<file path="src/rtl/sc_keydebouncer_if.sv">
// sc_keydebouncer_if: raw key inputs and debounced level/press outputs of the key debouncer
interface sc_keydebouncer_if;
  logic clear_key_n;
  logic load_key_n;
  logic clear_n;
  logic load_n;
  logic clear_press;
  logic load_press;
  modport master (
    output clear_key_n, load_key_n,
    input  clear_n, load_n, clear_press, load_press
  );
  modport slave (
    input  clear_key_n, load_key_n,
    output clear_n, load_n, clear_press, load_press
  );
endinterface

</file>
<file path="src/rtl/sc_keydebouncer.sv">
// sc_keydebouncer: two independent synchronize-and-debounce channels for the clear and load push-buttons
module sc_keydebouncer_chan #(
  parameter int DEBOUNCE_CYCLES = 1000000,
  parameter int COUNT_WIDTH     = 20
) (
  input  logic clk,
  input  logic rst,
  input  logic key_n,
  output logic level_n,
  output logic press
);
  typedef enum logic [1:0] {STABLE_HIGH, WAIT_LOW, STABLE_LOW, WAIT_HIGH} state_t;
  localparam logic [COUNT_WIDTH-1:0] LAST = COUNT_WIDTH'(DEBOUNCE_CYCLES - 1);
  logic sync1, sync2, done;
  state_t state, state_nx;
  logic [COUNT_WIDTH-1:0] cnt, cnt_nx;
  always_ff @(posedge clk or posedge rst)
    if (rst) begin
      sync1   <= 1'b1;
      sync2   <= 1'b1;
      state   <= STABLE_HIGH;
      cnt     <= '0;
      level_n <= 1'b1;
      press   <= 1'b0;
    end else begin
      sync1   <= key_n;
      sync2   <= sync1;
      state   <= state_nx;
      cnt     <= cnt_nx;
      level_n <= state_nx == STABLE_HIGH || state_nx == WAIT_LOW;
      press   <= state == WAIT_LOW && state_nx == STABLE_LOW;
    end
  // a reversal in a WAIT state aborts back to the stable state; the count only runs while waiting
  always_comb begin
    done     = cnt == LAST;
    state_nx = STABLE_HIGH;
    cnt_nx   = '0;
    case (state)
      STABLE_HIGH: state_nx = sync2 ? STABLE_HIGH : WAIT_LOW;
      WAIT_LOW: begin
        state_nx = sync2 ? STABLE_HIGH : done ? STABLE_LOW : WAIT_LOW;
        cnt_nx   = (!sync2 && !done) ? cnt + COUNT_WIDTH'(1) : '0;
      end
      STABLE_LOW:  state_nx = sync2 ? WAIT_HIGH : STABLE_LOW;
      WAIT_HIGH: begin
        state_nx = !sync2 ? STABLE_LOW : done ? STABLE_HIGH : WAIT_HIGH;
        cnt_nx   = (sync2 && !done) ? cnt + COUNT_WIDTH'(1) : '0;
      end
      default:     state_nx = STABLE_HIGH;
    endcase
  end
endmodule

module sc_keydebouncer #(
  parameter int DEBOUNCE_CYCLES = 1000000,
  parameter int COUNT_WIDTH     = 20
) (
  input logic SC_STATEMACHINEGENERAL_CLOCK_50,
  input logic SC_STATEMACHINEGENERAL_RESET_InHigh,
  sc_keydebouncer_if.slave bus
);
  sc_keydebouncer_chan #(.DEBOUNCE_CYCLES(DEBOUNCE_CYCLES), .COUNT_WIDTH(COUNT_WIDTH)) u_clear (
    .clk     (SC_STATEMACHINEGENERAL_CLOCK_50),
    .rst     (SC_STATEMACHINEGENERAL_RESET_InHigh),
    .key_n   (bus.clear_key_n),
    .level_n (bus.clear_n),
    .press   (bus.clear_press)
  );
  sc_keydebouncer_chan #(.DEBOUNCE_CYCLES(DEBOUNCE_CYCLES), .COUNT_WIDTH(COUNT_WIDTH)) u_load (
    .clk     (SC_STATEMACHINEGENERAL_CLOCK_50),
    .rst     (SC_STATEMACHINEGENERAL_RESET_InHigh),
    .key_n   (bus.load_key_n),
    .level_n (bus.load_n),
    .press   (bus.load_press)
  );
endmodule
</file>
<file path="src/flat_wrapper.sv">
// flat-port wrapper written by rule: the top's interface ports become plain ports
module sc_keydebouncer_flat 
#(
  parameter int DEBOUNCE_CYCLES = 1000000,
  parameter int COUNT_WIDTH     = 20
)
  (SC_STATEMACHINEGENERAL_CLOCK_50, SC_STATEMACHINEGENERAL_RESET_InHigh, bus_clear_key_n, bus_load_key_n, bus_clear_n, bus_load_n, bus_clear_press, bus_load_press);
  sc_keydebouncer_if bus_i ();
  input logic SC_STATEMACHINEGENERAL_CLOCK_50;
  input logic SC_STATEMACHINEGENERAL_RESET_InHigh;
  input wire logic [$bits(bus_i.clear_key_n)-1:0] bus_clear_key_n;
  input wire logic [$bits(bus_i.load_key_n)-1:0] bus_load_key_n;
  output wire logic [$bits(bus_i.clear_n)-1:0] bus_clear_n;
  output wire logic [$bits(bus_i.load_n)-1:0] bus_load_n;
  output wire logic [$bits(bus_i.clear_press)-1:0] bus_clear_press;
  output wire logic [$bits(bus_i.load_press)-1:0] bus_load_press;
  assign bus_i.clear_key_n = bus_clear_key_n;
  assign bus_i.load_key_n = bus_load_key_n;
  assign bus_clear_n = bus_i.clear_n;
  assign bus_load_n = bus_i.load_n;
  assign bus_clear_press = bus_i.clear_press;
  assign bus_load_press = bus_i.load_press;
  sc_keydebouncer #(.DEBOUNCE_CYCLES(DEBOUNCE_CYCLES), .COUNT_WIDTH(COUNT_WIDTH)) u_core (.SC_STATEMACHINEGENERAL_CLOCK_50(SC_STATEMACHINEGENERAL_CLOCK_50), .SC_STATEMACHINEGENERAL_RESET_InHigh(SC_STATEMACHINEGENERAL_RESET_InHigh), .bus(bus_i));
endmodule
</file>
<file path="config.mk">
export PLATFORM = sky130hd
export DESIGN_NAME = sc_keydebouncer_flat
export DESIGN_NICKNAME = d
export VERILOG_FILES = /design/src/rtl/sc_keydebouncer_if.sv /design/src/rtl/sc_keydebouncer.sv /design/src/flat_wrapper.sv
export SDC_FILE = /design/constraint.sdc
export NUM_CORES = 1
export LEC_CHECK = 0
export ABC_CLOCK_PERIOD_IN_PS = 1900
export CELL_PAD_IN_SITES_DETAIL_PLACEMENT = 2
export CELL_PAD_IN_SITES_GLOBAL_PLACEMENT = 2
export CORE_MARGIN = 3
export CORE_UTILIZATION = 36
export DETAILED_ROUTE_END_ITERATION = 10
export PLACE_DENSITY_LB_ADDON = 0.1
export REMOVE_ABC_BUFFERS = 1
export SYNTH_ARGS = -nofsm -noshare
export SYNTH_HDL_FRONTEND = slang
export SYNTH_SLANG_ARGS = --single-unit
</file>
<file path="constraint.sdc">
create_clock -name SC_STATEMACHINEGENERAL_CLOCK_50 -period 1.9 [get_ports SC_STATEMACHINEGENERAL_CLOCK_50]
set_clock_uncertainty 0.1 [all_clocks]
set_input_delay 0.38 -clock SC_STATEMACHINEGENERAL_CLOCK_50 [delete_from_list [all_inputs] [get_ports SC_STATEMACHINEGENERAL_CLOCK_50]]
set_output_delay 0.38 -clock SC_STATEMACHINEGENERAL_CLOCK_50 [all_outputs]
set_load 0.01 [all_outputs]
</file>
==> results.ini <==
[timing]
max_freq_mhz=475
timing_worst_slew_pin_value_ns=0.527
relSlewSlack_pct=64.6
report.final.slew_viol_count=0
fin_crit_ns=2.11
rsz0062_at_grt=yes
finalHoldViolations=0
post-route-period-util_pct=111
setup_slack_ns=-0.206
fin_setup_tns_ns=-5.07
final-setup-viol-count=42

[die]
io-pin-count=8
rows=29
dieArea_mm2=0.00780
die-height_um=88.3
start_util_pct=37.8
core_mm2=0.00646
die_w_um=88.3

[synthesis]
syn_inst=236
ys.warnings.count=0
ys_ff_latch=52
synth_seq_area_share_pct=53.6
avgSynthCellArea_um2=10.3
synth_area_mm2=0.00244
synth.distinct_cells=36

[placement]
routabilityCongestion=0.720
place_inst=365
dp_hpwl_um=4870
port_buffers=7

[final_layout]
final_cells=393
fillCellCount=631
final_nets=321
syn_to_final_growth_pct=45.8
most-common-layout-cells=56 x buf_4, 46 x dfrtp_1, 29 x xnor2_1
utilization_pct=55.1
n_antenna_cell=0
final_common_cell=buf_4
drive_above_1_share_pct=41.8

[worst_setup_path]
start_kind=flop
end_kind=flop
slowest_stage=or4_4
arrival_ns=2.20
critPathKind=flop to flop
cp.required_ns=1.99
cp_max_fo=8
path_cells=ha_4 -> nand3_4 -> or4_4 -> o211ai_1 -> buf_4 -> buf_12 -> nor2_2
max_stage_delay_ns=0.55

[cts]
cts_tree=built
clock_sink_count=52
clk_latency_ns=0.31
cts_buffer_depth=2
cts_hold_buf=0
cts_root_buffer=clkbuf_8
htree_levels=2
clk_pin_slew_worst_paths_ns=0.10
cts_made_buffers=5

[routing]
wl_met1_um=4210
vias=2196
drtPass1Iterations=4
wl_met2_um=5320
wl_um=10000
wl_met3_um=262
drt_iter0_drc=101
viasPerCell=5.59
wl_per_cell_um=25.5
drc_errors=0
highest_layer=met4
drtAntennaViolNets=0

[run_status]
violations=negative setup slack
outcome=finished, violations left

[grt]
antenna_found_initial=0
grt_use_total_pct=22.9
grt.overflow.total=0
grt_pass1_wl_um=13300
grt_pass1_vias=2415
grt_max_degree=24

[power_and_ir_drop]
share_seq_of_total_power_pct=51.8
power_density_mw_per_mm2=613
switchingPower_uw=478
power.share.clock_pct=42.1
switching_share_pct=21.9
power_frac_comb_pct=6.1
leakagePower_uw=0.00145
p_int_uw=1710
ir_drop_uv=545

[run]
cap_violations=0

[worst_hold_path]
hold_class=input pin to async pin

[registers in the layout (all words and copies together), names as in the netlist]
signal / count
u_core.u_load.press: 1
u_core.u_load.sync1: 1
u_core.u_load.state: 2
u_core.u_load.level_n: 1
u_core.u_clear.state: 2
u_core.u_clear.sync2: 1
u_core.u_clear.cnt: 20
u_core.u_clear.level_n: 1
u_core.u_clear.press: 1
u_core.u_clear.sync1: 1
u_core.u_load.sync2: 1
u_core.u_load.cnt: 20
[repair_timing]
action                     in CTS  in global routing
pin swaps                      15                 17
setup endpoints to repair      45                 46
gates resized for setup        30                 37
gates cloned                    2                  1
setup buffers                  12                 10
[through the flow]
step	instance area, µm²	setup WS [ns]	hold slack [ns]	power, µW
floorplan	2420	-0.488	0.245	1190
global placement	2990	-0.0648	0.246	1230
detailed placement	2990	-0.148	0.249	1240
CTS	3340	-0.137	0.256	2200
global route	3560	-0.243	0.272	2250
finish	3560	-0.206	0.259	2180
[kinds of logic after synthesis]
family	Yosys count	share of synthesized area, %
compound gates	12	3.64
mux	4	1.90
simple gates	114	25.0
xor+xnor	32	11.5
fa+ha+maj	2	1.02
flops	52	53.6
buf+inv	20	3.38
[synth_stat cells (all sizes together)]
cell type,number,share of area (%)
mux2,2,1.1
inv,16,2.5
buf,4,0.92
ha,2,1.0
o211ai,1,0.31
xor2,3,1.1
dfstp,6,6.5
and2,1,0.31
nand2,7,1.4
o21ai,3,1.1
or3,3,0.97
a31o,2,0.72
nor3,13,3.1
nor4b,1,0.36
xnor2,29,10
nand3,12,2.9
or4,3,1.1
nand3b,1,0.31
o221ai,2,0.72
nand4b,1,0.36
mux2i,2,0.82
nor2,44,6.8
nand4,11,3.1
and3,3,0.77
dfrtp,46,47
nor4,14,3.6
a21oi,4,0.82
[power groups by stage]
stage	clock network, µW	registers (µW)	logic (µW)
floorplan	0	1150	37.7
global placement	0	1150	85.1
detailed placement	0	1150	86.9
CTS	948	1130	120
global route	982	1130	140
finish	919	1130	133
[path summary, 6_finish.rpt]
kind / end / slack (ns) / cells after the start / startpoint
worst max-delay path: u_core.u_clear.cnt[2] / -0.21 / 7 / u_core.u_clear.cnt[0]
worst min-delay path: u_core.u_clear.state[1] / 0.26 / 2 / SC_STATEMACHINEGENERAL_RESET_InHigh
worst max register to register: u_core.u_clear.cnt[2] / -0.21 / 7 / u_core.u_clear.cnt[0]
worst min register to register: u_core.u_clear.sync2 / 0.27 / 0 / u_core.u_clear.sync1
max in group asynchronous: u_core.u_load.level_n / 0.94 / 3 / SC_STATEMACHINEGENERAL_RESET_InHigh
min in group SC_STATEMACHINEGENERAL_CLOCK_50: u_core.u_clear.sync2 / 0.27 / 0 / u_core.u_clear.sync1
[area by class of cell]
class / count / area [µm²] / share of cell area [%]
Sequential cell: 52 / 1310 / 36.8
Multi-Input combinational cell: 164 / 1270 / 35.6
Timing Repair Buffer: 76 / 694 / 19.5
Tap cell: 77 / 96.3 / 2.71
Clock buffer: 6 / 72.6 / 2.04
Clock inverter: 2 / 60.1 / 1.69
Inverter: 16 / 60.1 / 1.69
[critical path: cells and delay by family (launching register included)]
family                     cells  cell delay [ns]
AOI/OAI and AO/OA              1             0.25
adders and majority gates      1             0.18
DFF                            1             0.44
buffers and inverters          2             0.34
and+or+nand+nor                3             0.67
[layer usage]
metal,global-route usage (%),vias up
met5,0,-
met2,38.3,39
met3,3.54,17
met4,7.28,0
li1,-,966
met1,30.4,1174
Note: power is estimated with default switching activity, not from simulation.
